===== config.mk =====
export PLATFORM = sky130hd
export DESIGN_NAME = ex_alu_sequencer
export DESIGN_NICKNAME = d
export VERILOG_FILES = /design/src/rtl/ex_alu_sequencer_pkg.sv /design/src/rtl/ex_alu_sequencer.sv
export SDC_FILE = /design/constraint.sdc
export NUM_CORES = 1
export LEC_CHECK = 0
export ABC_AREA = 1
export CAP_MARGIN = 5
export CORE_AREA = 3 3 110 112
export DETAILED_ROUTE_END_ITERATION = 16
export DIE_AREA = 0 0 113 115
export HOLD_SLACK_MARGIN = 0.12
export PLACE_DENSITY = 0.85
export RECOVER_POWER = 100
export SKIP_CTS_REPAIR_TIMING = 1
export SLEW_MARGIN = 20
export SYNTH_ARGS = -nofsm -noshare
export SYNTH_HDL_FRONTEND = slang
export SYNTH_SLANG_ARGS = --single-unit

===== constraint.sdc =====
create_clock -name clock -period 5 [get_ports clock]
set_clock_uncertainty 0.2 [all_clocks]
set_input_delay 1 -clock clock [delete_from_list [all_inputs] [get_ports clock]]
set_output_delay 1 -clock clock [all_outputs]
set_load 0.1 [all_outputs]

===== src/rtl/ex_alu_sequencer_pkg.sv =====
// Shared EX-stage constants: ALU control codes, MUL opcode bit, and the
// sequencer state encoding.
package ex_pkg;

   localparam logic [2:0] ALU_AND = 3'b000;
   localparam logic [2:0] ALU_OR  = 3'b001;
   localparam logic [2:0] ALU_ADD = 3'b010;
   localparam logic [2:0] ALU_SUB = 3'b110;
   localparam logic [2:0] ALU_SLT = 3'b111;

   localparam int OP_MUL = 3;

   localparam logic [2:0] IDLE      = 3'd0;
   localparam logic [2:0] EXEC      = 3'd1;
   localparam logic [2:0] MUL_CHECK = 3'd2;
   localparam logic [2:0] MUL_ADD   = 3'd3;
   localparam logic [2:0] DONE      = 3'd4;

endpackage


===== src/rtl/ex_alu_sequencer.sv =====
// EX-stage sequencer owning the shared ALU; simple ops in one pass, MUL as a
// shift-add loop on the ALU adder. Define EX_SEQ_EARLY_EXIT_EN to stop MUL once
// the multiplier runs out of set bits.
module ex_alu_sequencer
   import ex_pkg::*;
#(
   parameter int WIDTH   = 16,
   parameter int ALU_LAT = 1
) (
   input  logic             clock,
   input  logic             reset,
   input  logic             req_valid,
   output logic             req_ready,
   input  logic [3:0]       req_op,
   input  logic [WIDTH-1:0] req_a,
   input  logic [WIDTH-1:0] req_b,
   output logic             resp_valid,
   output logic [WIDTH-1:0] resp_resultado,
   output logic             resp_zero,
   output logic             stall,
   output logic [WIDTH-1:0] alu_entrada1,
   output logic [WIDTH-1:0] alu_entrada2,
   output logic [2:0]       alu_ctrl,
   input  logic [WIDTH-1:0] alu_resultado,
   input  logic             alu_zero
);

   localparam int CW = $clog2(WIDTH + 1);

   logic [2:0]       state;
   logic [2:0]       wcnt;
   logic [WIDTH-1:0] acc, mcand, mplier;
   logic [CW-1:0]    count;
   logic             mul_end;
   logic             lat_hit;

`ifdef EX_SEQ_EARLY_EXIT_EN
   assign mul_end = (count == '0) || (mplier == '0);
`else
   assign mul_end = (count == '0);
`endif

   assign lat_hit    = (wcnt == 3'(ALU_LAT));
   assign req_ready  = (state == IDLE);
   assign stall      = (state != IDLE);
   assign resp_valid = (state == DONE);

   always_ff @(posedge clock or posedge reset) begin
      if (reset) begin
         state          <= IDLE;
         wcnt           <= '0;
         acc            <= '0;
         mcand          <= '0;
         mplier         <= '0;
         count          <= '0;
         resp_resultado <= '0;
         resp_zero      <= 1'b0;
         alu_entrada1   <= '0;
         alu_entrada2   <= '0;
         alu_ctrl       <= '0;
      end else begin
         case (state)
            IDLE: if (req_valid) begin
               if (req_op[OP_MUL]) begin
                  acc    <= '0;
                  mcand  <= req_a;
                  mplier <= req_b;
                  count  <= CW'(WIDTH);
                  state  <= MUL_CHECK;
               end else begin
                  // ALU input registers double as the operand latch for simple ops
                  alu_entrada1 <= req_a;
                  alu_entrada2 <= req_b;
                  alu_ctrl     <= req_op[2:0];
                  wcnt         <= '0;
                  state        <= EXEC;
               end
            end
            EXEC: begin
               if (lat_hit) begin
                  resp_resultado <= alu_resultado;
                  resp_zero      <= alu_zero;
                  state          <= DONE;
               end else begin
                  wcnt <= wcnt + 3'd1;
               end
            end
            MUL_CHECK: begin
               if (mul_end) begin
                  resp_resultado <= acc;
                  resp_zero      <= (acc == '0);
                  state          <= DONE;
               end else if (mplier[0]) begin
                  alu_entrada1 <= acc;
                  alu_entrada2 <= mcand;
                  alu_ctrl     <= ALU_ADD;
                  wcnt         <= '0;
                  state        <= MUL_ADD;
               end else begin
                  mcand  <= mcand << 1;
                  mplier <= mplier >> 1;
                  count  <= count - CW'(1);
               end
            end
            MUL_ADD: begin
               if (lat_hit) begin
                  acc    <= alu_resultado;
                  mcand  <= mcand << 1;
                  mplier <= mplier >> 1;
                  count  <= count - CW'(1);
                  state  <= MUL_CHECK;
               end else begin
                  wcnt <= wcnt + 3'd1;
               end
            end
            DONE:    state <= IDLE;
            default: state <= IDLE;
         endcase
      end
   end

endmodule


== Word level (Yosys, flattened, before mapping) ==
Index checks and enable logic that the tools add are counted.
W data, S select, Z words.

* Flip-flop bits (word level): 111
* Input bits: 56

* Reduce and logical (&&, ||, !) cells: 17
* Muxes and demuxes: 55
* Eq/ne operators: 16
* Add/sub/neg operators: 2

{| class="wikitable"
|+ Operators by type and width
! operator !! number
|-
| $mux W16 || 22
|-
| $pmux W16 S2 || 4
|-
| $pmux W16 S3 || 2
|-
| $mux W3 || 14
|-
| $mux W5 || 5
|-
| $ne A2 B2 Y1 const B || 9
|-
| $logic_not A16 Y1 || 1
|-
| $pmux W5 S3 || 1
|-
| $pmux W3 S4 || 1
|-
| $reduce_and A6 Y1 || 2
|-
| $reduce_and A5 Y1 || 2
|-
| $pmux W3 S3 || 1
|-
| $reduce_bool A3 Y1 || 3
|-
| $reduce_and A4 Y1 || 2
|-
| $eq A3 B1 Y1 const B || 2
|-
| $eq A3 B2 Y1 const B || 2
|-
| $pmux W3 S2 || 1
|-
| $reduce_bool A2 Y1 || 3
|-
| $logic_not A5 Y1 || 1
|-
| $sub A5 B1 Y5 const B || 1
|-
| $add A3 B1 Y3 const B || 1
|-
| $eq A3 B3 Y1 const B || 1
|-
| $logic_not A3 Y1 || 1
|-
| $ne A3 B3 Y1 const B || 1
|-
| 6 further kinds || 7
|}

== Depth between registers and ports, before layout ==
Gate-level depths: netlist of the first run.

* Depth after elaboration: 4
* Depth in mapped cells: 10

== Least setup slack after synthesis of the first run ==
No wires, ideal clock.

* Path type: register -> output
* From: register state[2]
* To: output resp_valid
* Stages on the path, launching flop included: 3
* Buffers on the path: 0
* Path slack: 1.215 ns
* Data arrival time: 2.585 ns
* Cell sequence: dfrtp_1 -> inv_1 -> nor3_1

* Longest elaborated chain between the ends: 1

{| class="wikitable"
|+ RTL lines
! what !! RTL line !! RTL
|-
| from (decl) || ex_alu_sequencer.sv:30 || <nowiki>logic [2:0] state;</nowiki>
|-
| from (signal assigned) || ex_alu_sequencer.sv:50 || <nowiki>state <= IDLE;</nowiki>
|-
| from (signal assigned) || ex_alu_sequencer.sv:69 || <nowiki>state <= MUL_CHECK;</nowiki>
|-
| from (signal assigned) || ex_alu_sequencer.sv:76 || <nowiki>state <= EXEC;</nowiki>
|-
| $eq A3 B3 Y1 || ex_alu_sequencer.sv:46 || <nowiki>assign resp_valid = (state == DONE);</nowiki>
|-
| to (decl) || ex_alu_sequencer.sv:17 || <nowiki>output logic resp_valid,</nowiki>
|}

Every way passes these cells.

== Final worst setup path of the first run ==
* From: register state[0]
* To: output stall

* Longest elaborated chain between the ends: 1

{| class="wikitable"
|+ RTL lines
! what !! RTL line !! RTL
|-
| $reduce_bool A3 Y1 || ex_alu_sequencer.sv:45 || <nowiki>assign stall = (state != IDLE);</nowiki>
|-
| to (decl) || ex_alu_sequencer.sv:20 || <nowiki>output logic stall,</nowiki>
|}

Every way passes these cells.

==> results of run 1 <==
-- cell type report --
cell class | instances | area (um2)
Inverter | 35 | 138
Clock buffer | 11 | 243
Tap cell | 143 | 179
Multi-Input combinational cell | 616 | 2630
Fill cell | 1010 | 4180
Sequential cell | 111 | 2780
Clock inverter | 5 | 33.8
Timing Repair Buffer | 116 | 1130
-- registers in the layout (all words and copies together), names as in the netlist --
register        cells
count               5
resp_resultado     16
alu_entrada2       16
acc                16
state               3
alu_ctrl            3
mplier             16
alu_entrada1       16
mcand              16
wcnt                3
resp_zero           1
-- synth_stat cells, drive strengths merged --
cell type and number:
nand2 444, dfrtp 111, nand3 50, o21ai 42, nand4 39, inv 35, buf 28, nor2 28
clkbuf 20, a21oi 4, ha 3, or2 2, a21boi 1, nand3b 1, nor3 1, xnor2 1
-- kinds of logic after synthesis --
| family | Yosys count | synth area share |
|---|---|---|
| and+or+nand+nor | 565 | 0.407 |
| DFF | 111 | 0.479 |
| buffers and inverters | 83 | 0.0649 |
| AOI/OAI and AO/OA | 47 | 0.0416 |
| adders and majority gates | 3 | 0.00647 |
| xor gates and xnor gates | 1 | 0.00151 |
-- per-stage QoR --
stage / area (um2) / util / setup slack (ns) / hold slack (ns)
2_1_floorplan: 5800 / - / 0.869 / 0.242
4_1_cts: 7160 / 0.633 / 1.31 / 0.276
5_1_grt: 7140 / 0.630 / 0.625 / 0.300
6_report: 7140 / 0.630 / 0.831 / 0.264
3_5_place_dp: 6890 / 0.608 / 1.56 / 0.258
3_3_place_gp: 6890 / 0.608 / 1.69 / 0.253
-- how the worst max path moves through the flow --
stage,startpoint,to,slack (ns),depth (start not counted)
2_1_floorplan,reset,acc[0],0.87,1
3_3_place_gp,req_op[3],alu_entrada2[0],1.69,8
3_5_place_dp,req_op[3],alu_entrada2[4],1.56,8
4_1_cts,state[0],stall,1.31,4
5_1_grt,state[0],resp_resultado[4],0.62,9
6_report,state[0],stall,0.83,4
-- cells in the final DEF, fill, tap and decap left out, types with 9 or more instances in the layout --
cell | Yosys | layout
nand2_1 | 439 | 441
dfrtp_1 | 111 | 111
dlygate4sd3_1 | 0 | 56
clkdlybuf4s50_1 | 0 | 53
nand3_1 | 48 | 49
o21ai_0 | 40 | 40
nand4_1 | 39 | 39
inv_1 | 33 | 32
nor2_1 | 23 | 23
clkbuf_16 | 0 | 9
-- worst max-delay path, delay by kind of cell, from the launching register on --
kind | cells | cell delay [ns]
buf+inv | 2 | 1.75
simple gates | 2 | 0.38
flops | 1 | 0.48
-- layer usage --
layer / GRT usage / vias up / wire length (um) / part of all wire
met5: 0 / - / 0 / 0
met4: 0.102 / 0 / 527 / 0.034
met3: 0.0542 / 40 / 1170 / 0.076
met2: 0.376 / 235 / 6950 / 0.45
met1: 0.320 / 2538 / 6660 / 0.44
li1: - / 2707 / - / -
==> summary.txt, run 1 <==
Worst Max-Slew Pin Slew -> 1.38 ns
initial antenna violation count -> 0
Finished Layout Cells -> 1,037
die width -> 113 um
Mapped Area -> 0.00580 mm2
# clock sinks -> 111
root buffer cell -> clkbuf_16
unrepaired setup endpoints after global routing -> false
Fin. Hold Viols -> 0
post-DP HPWL -> 10.3 mm
YS warnings -> 0
Initial Utilization -> 0.512
final net count -> 948
Min-Delay Path Class -> flop to flop
WHS Path Cells -> 2
ANT nets after route -> 0
clock transition at the registers of the reported paths -> 0.07 ns
GR Overflow Total -> 0
crit path launch type -> flop
Die H -> 115 um
Tmin final -> 4.17 ns
Area Overhead vs Synth -> 23.0%
Setup-failing EPs final -> 0
placed cell count -> 1,021
routed via count -> 5,520
number of DRC markers in iteration 0 -> 525
largest net degree at the start of global routing -> 86
Reg2Reg Launch Point -> state[0]
Setup TNS -> 0 ns
buffer levels on the longest clock path -> 2
number of global-route vias before repair -> 5,153
gpl congestion -> 0.917
core area -> 0.0113 mm2
Hold EP -> alu_entrada2[8]
per-cell routed wire length -> 14.8 um
Die Area -> 0.0130 mm2
r2r setup slk -> 0.98 ns
CP cell instances -> nor2_4, clkbuf_2, nand2_1, dlygate4sd3_1
WP data arrival -> 2.97 ns
Final Cycle Share -> 0.834
CTS Buf Count -> 9
Hold Path Origin -> alu_entrada2[8]
Max Freq -> 0.240 GHz
H-Tree Level Count -> 3
placement row count -> 39
fin. max-slew vios -> 0
layout cell share with drive strength beyond 1 -> 0.0391
ANT cells -> 0
Global Route Usage Sum -> 0.239
path depth of the worst reg2reg path -> 10
outcome -> finished, final reports clean
post-synthesis sequential area ratio -> 0.479
Cells after Synth -> 810
mean post-synth cell area -> 7.16 um2
Crit Path Category -> flop to primary output
crit path max fanout -> 42
share of the synthesized area in the top cell type -> 0.479
number of synthesized register bits -> 111
CP Capture Type -> primary output
clk_lat worst skew -> 0.35 ns
Required @ worst endpoint -> 3.80 ns
DRC violations left -> 0
via density per instance -> 5.32
capture point of the worst reg-to-reg path -> count[2]
# IOs -> 111
max-cap viol count -> 0
Port Buf Inserts -> 110
Total Wirelength -> 15.3 mm
CTS tree -> done
largest cells by area after synthesis -> dfrtp_1 48%, nand2_1 28%, nand4_1 4.2%
post-synthesis net count -> 869
CP max stage cell -> dlygate4sd3_1
drt pass-1 iters -> 5
post-synth top area cell -> dfrtp_1
synth unique cells -> 29
largest stage delay on the critical path -> 1.23 ns
Slew HR -> 0.0776
first-pass GRT wire length -> 25.0 mm
Power of run 1 is left out: the tool's default activity adds up to more than one toggle a clock period on the data nets, which glitch-free logic cannot reach.
==> run 2: changes to the inputs <==
- clock period: 5 -> 4 ns (I/O delays scaled with it)
==> summary.txt, run 2 (synthesized netlist as in run 1, its figures left out) <==
# IOs -> 111 (unchanged)
Max Freq -> 0.301 GHz
# clock sinks -> 111 (unchanged)
Global Route Usage Sum -> 0.244 (was 0.239)
Final Cell Area -> 0.00725 mm2 (was 0.00714 mm2)
placed cell areas -> 0.00691 mm2 (was 0.00689 mm2)
die width -> 113 um (unchanged)
Worst Path Buf+Inv -> 3 (was 2)
number of global-route vias before repair -> 5,235 (was 5,153)
commonest non-fill, non-tap cell in the layout -> nand2_1 (unchanged)
Slew HR -> -0.474 (was 0.0776)
Setup-failing EPs final -> 0 (unchanged)
Fin. Hold Viols -> 0 (unchanged)
initial antenna violation count -> 0 (unchanged)
post-DP HPWL -> 10.4 mm (was 10.3 mm)
Worst Max-Slew Pin Slew -> 2.21 ns (was 1.38 ns)
Required @ worst endpoint -> 3.00 ns (was 3.80 ns)
ANT nets after route -> 0 (unchanged)
buffer levels on the longest clock path -> 2 (unchanged)
CTS tree -> done (unchanged)
Tmin final -> 3.32 ns
root buffer cell -> clkbuf_16 (unchanged)
Initial Utilization -> 0.512 (unchanged)
CP cell instances -> nor2_4, clkbuf_2, nand2_1, inv_1, buf_4 (was nor2_4, clkbuf_2, nand2_1, dlygate4sd3_1)
CP max stage cell -> clkbuf_2 (was dlygate4sd3_1)
per-cell routed wire length -> 14.8 um (about the same)
Setup TNS -> 0 ns (unchanged)
fin. max-slew vios -> 58 (was 0)
path depth of the worst reg2reg path -> 8 (was 10)
Port Buf Inserts -> 110 (unchanged)
Reg2Reg Launch Point -> state[0] (unchanged)
Hold EP -> alu_entrada2[5] (was alu_entrada2[8])
Area Overhead vs Synth -> 25.0% (was 23.0%)
H-Tree Level Count -> 3 (unchanged)
largest net degree at the start of global routing -> 59 (was 86)
crit path max fanout -> 41 (was 42)
DRC violations left -> 0 (unchanged)
CP Capture Type -> primary output (unchanged)
Die H -> 115 um (unchanged)
Critical Path Stages -> 5 (was 4)
# fillers -> 973 (was 1,010)
most frequent cells in the layout -> 441 x nand2_1, 111 x dfrtp_1, 55 x clkdlybuf4s50_1 (was 441 x nand2_1, 111 x dfrtp_1, 56 x dlygate4sd3_1)
first-pass GRT wire length -> 25.6 mm (was 25.0 mm)
max-cap viol count -> 1 (was 0)
final net count -> 950 (was 948)
drt pass-1 iters -> 5 (unchanged)
WP data arrival -> 2.32 ns (was 2.97 ns)
Min-Delay Path Class -> flop to flop (unchanged)
GR Overflow Total -> 0 (unchanged)
ANT cells -> 0 (unchanged)
via density per instance -> 5.28 (was 5.32)
number of DRC markers in iteration 0 -> 476 (was 525)
failing checks -> max-capacitance violations, max-slew violations
Crit Path Category -> flop to primary output (unchanged)
r2r setup slk -> 0.81 ns (was 0.98 ns)
CP top delay family -> buffers and inverters (unchanged)
routed via count -> 5,486 (was 5,520)
capture point of the worst reg-to-reg path -> acc[12] (was count[2])
Final Cycle Share -> 0.830
Die Area -> 0.0130 mm2 (unchanged)
area of the multi-input gates -> 0.00264 mm2 (was 0.00263 mm2)
clk_lat worst skew -> 0.35 ns (about the same)
layout cell share with drive strength beyond 1 -> 0.0435 (was 0.0391)
Total Wirelength -> 15.4 mm (was 15.3 mm)
clock transition at the registers of the reported paths -> 0.07 ns (about the same)
CTS Buf Count -> 9 (unchanged)
core area -> 0.0113 mm2 (unchanged)
placement row count -> 39 (unchanged)
largest stage delay on the critical path -> 0.70 ns (was 1.23 ns)
crit path launch type -> flop (unchanged)
WHS -> 0.267 ns (was 0.264 ns)
Hold Path Origin -> alu_entrada2[5] (was alu_entrada2[8])
unrepaired setup endpoints after global routing -> false (unchanged)
gpl congestion -> 0.822 (was 0.917)
outcome -> finished with violations (was finished, final reports clean)
WHS Path Cells -> 2 (unchanged)
Reg area -> 0.00278 mm2 (unchanged)
run 2: worst max path at each step:
stage | startpoint | slack [ns] | endpoint
2_1_floorplan | reset | 0.07 | acc[0]
3_3_place_gp | req_op[3] | 1.13 | acc[5]
3_5_place_dp | req_op[3] | 1.09 | acc[10]
4_1_cts | alu_entrada1[15] | 1.09 | alu_entrada1[15]
5_1_grt | state[0] | 0.53 | resp_resultado[0]
6_report | state[0] | 0.68 | req_ready
run 2: per-layer routing:
| metal | GRT usage | wire length (um) |
|---|---|---|
| met5 | 0 | 0 |
| met4 | 0.0761 | 377 |
| met3 | 0.0516 | 1030 |
| met2 | 0.397 | 7310 |
| met1 | 0.332 | 6700 |
run 2: cell type report:
class                           count  area share
Clock buffer                        9      0.0310
Tap cell                          143      0.0247
Multi-Input combinational cell    616       0.363
Clock inverter                      7      0.0197
Inverter                           35      0.0185
Sequential cell                   111       0.383
Timing Repair Buffer              118       0.160
run 2: worst reg2reg max path: stages (launching register included):
cell	delay, ns
dfrtp_1	0.47
nor2_4	0.15
clkbuf_2	0.70
nand2_1	0.25
nor2_1	0.29
inv_1	0.09
nand3_1	0.67
nand2_1	0.14
o21ai_0	0.13
run 2: stage by stage:
stage	instances	setup slack (ns)	utilization
global placement	1023	1.13	0.610
global route	1039	0.532	0.641
CTS	1039	1.09	0.643
finish	1039	0.682	0.641
floorplan	810	0.0693	-
detailed placement	1023	1.09	0.610
Power of run 2 is left out for the same reason.
==> run 3: changes to the inputs <==
- clock period: 4 -> 3.46 ns (I/O delays scaled with it)
==> summary.txt, run 3 (synthesized netlist as in run 1, its figures left out) <==
Slew HR -> 0.125 (was -0.474)
outcome -> finished, final reports clean (was finished with violations)
GRT Max-Usage Layer -> met2 (unchanged)
post-DP HPWL -> 10.6 mm (was 10.4 mm)
CP cell instances -> nor2_1, buf_4, nand2_1, clkbuf_2 (was nor2_4, clkbuf_2, nand2_1, inv_1, buf_4)
core area -> 0.0113 mm2 (unchanged)
clock transition at the registers of the reported paths -> 0.08 ns (was 0.07 ns)
Setup TNS -> 0 ns (unchanged)
DRC violations left -> 0 (unchanged)
WP data arrival -> 2.02 ns (was 2.32 ns)
Area Overhead vs Synth -> 19.1% (was 25.0%)
H-Tree Level Count -> 3 (unchanged)
first-pass GRT wire length -> 25.2 mm (was 25.6 mm)
die width -> 113 um (unchanged)
routed via count -> 5,505 (was 5,486)
buffer levels on the longest clock path -> 2 (unchanged)
Setup-failing EPs final -> 0 (unchanged)
Initial Utilization -> 0.512 (unchanged)
Worst Path Buf+Inv -> 2 (was 3)
Finished Layout Cells -> 1,043 (was 1,039)
Die Area -> 0.0130 mm2 (unchanged)
number of global-route vias before repair -> 5,094 (was 5,235)
initial antenna violation count -> 0 (unchanged)
Max Freq -> 0.343 GHz
unrepaired setup endpoints after global routing -> false (unchanged)
ANT nets after route -> 0 (unchanged)
Crit Path Category -> flop to primary output (unchanged)
CP top delay family -> buffers and inverters (unchanged)
met2 GRT Util -> 0.368 (was 0.397)
WHS -> 0.271 ns (was 0.267 ns)
number of DRC markers in iteration 0 -> 553 (was 476)
placed cell count -> 1,027 (was 1,023)
per-cell routed wire length -> 14.7 um (was 14.8 um)
gpl congestion -> 0.844 (was 0.822)
ANT cells -> 0 (unchanged)
largest stage delay on the critical path -> 0.46 ns (was 0.70 ns)
met3 Usage GRT -> 0.0305 (was 0.0516)
Global Route Usage Sum -> 0.239 (was 0.244)
clk_lat worst skew -> 0.35 ns (about the same)
placement row count -> 39 (unchanged)
Required @ worst endpoint -> 2.57 ns (was 3.00 ns)
Fin. Hold Viols -> 0 (unchanged)
Worst Max-Slew Pin Slew -> 1.30 ns (was 2.21 ns)
max-cap viol count -> 0 (was 1)
# clock sinks -> 111 (unchanged)
root buffer cell -> clkbuf_16 (unchanged)
CTS tree -> done (unchanged)
crit path max fanout -> 41 (unchanged)
layout cell share with drive strength beyond 1 -> 0.0489 (was 0.0435)
# fillers -> 1,048 (was 973)
Post-Route Utilization -> 0.610 (was 0.641)
# IOs -> 111 (unchanged)
largest net degree at the start of global routing -> 53 (was 59)
Port Buf Inserts -> 110 (unchanged)
Tmin final -> 2.91 ns
commonest non-fill, non-tap cell in the layout -> nand2_1 (unchanged)
Final Cycle Share -> 0.842
drt pass-1 iters -> 5 (unchanged)
fin. max-slew vios -> 0 (was 58)
crit path launch type -> flop (unchanged)
CTS Buf Count -> 9 (unchanged)
CP Capture Type -> primary output (unchanged)
met1 Use GR -> 0.348 (was 0.332)
most frequent cells in the layout -> 440 x nand2_1, 111 x dfrtp_1, 54 x clkdlybuf4s50_1 (was 441 x nand2_1, 111 x dfrtp_1, 55 x clkdlybuf4s50_1)
GR Overflow Total -> 0 (unchanged)
Die H -> 115 um (unchanged)
via density per instance -> 5.28 (about the same)
CP max stage cell -> dfrtp_1 (was clkbuf_2)
Total Wirelength -> 15.4 mm (about the same)
Min-Delay Path Class -> flop to flop (unchanged)
final net count -> 954 (was 950)
[run 3: changes by cell type in the layout (fill, tap and decap cells not counted), sizes merged]
cell	delta
buf	+1
clkdlybuf4s50	-1
clkinvlp	+1
bufinv	-4
clkbuf	+55
clkinv	+3
dlygate4sd3	-51
[run 3: layer usage]
| metal | up-vias | wire [um] |
|---|---|---|
| met3 | 31 | 1080 |
| met4 | 0 | 428 |
| li1 | 2724 | - |
| met1 | 2504 | 6900 |
| met2 | 246 | 6980 |
| met5 | - | 0 |
[run 3: worst reg2reg max path, cell delays in order, from the launching register on]
cell     delay [ns]
dfrtp_1        0.46
nor2_1         0.19
nand2_2        0.10
inv_1          0.69
nand2_2        0.08
buf_4          0.30
nand3_1        0.26
buf_4          0.36
nand2_1        0.11
nand2_1        0.08
[run 3: final cells by class]
| class | instances | area [um2] | area share |
|---|---|---|---|
| clock buffers | 9 | 225 | 0.0326 |
| clock inverters | 7 | 91.3 | 0.0132 |
| inverters | 35 | 135 | 0.0196 |
| multi-input cells | 616 | 2630 | 0.381 |
| flip-flops and latches | 111 | 2780 | 0.402 |
| well taps | 143 | 179 | 0.0259 |
| repair buffers | 122 | 870 | 0.126 |
[run 3: final timing paths]
check                                      start          endpoint  slack [ns]  cells after the start
worst max-delay path                    state[0]             stall        0.55                      4
min in group asynchronous                  reset          state[2]        0.87                      2
worst min register to register  alu_entrada2[10]  alu_entrada2[10]        0.27                      2
max in group asynchronous                  reset   alu_entrada2[2]        0.83                      3
worst min-delay path            alu_entrada2[10]  alu_entrada2[10]        0.27                      2
worst max register to register          state[0]   alu_entrada2[4]        0.57                      9
[run 3: metrics by stage]
stage	instance area (um2)	setup slack (ns)
floorplan	5810	0.834
global placement	6840	0.761
detailed placement	6840	0.691
CTS	7160	0.741
global route	6910	0.312
finish	6910	0.545
Power of run 3 is left out for the same reason.
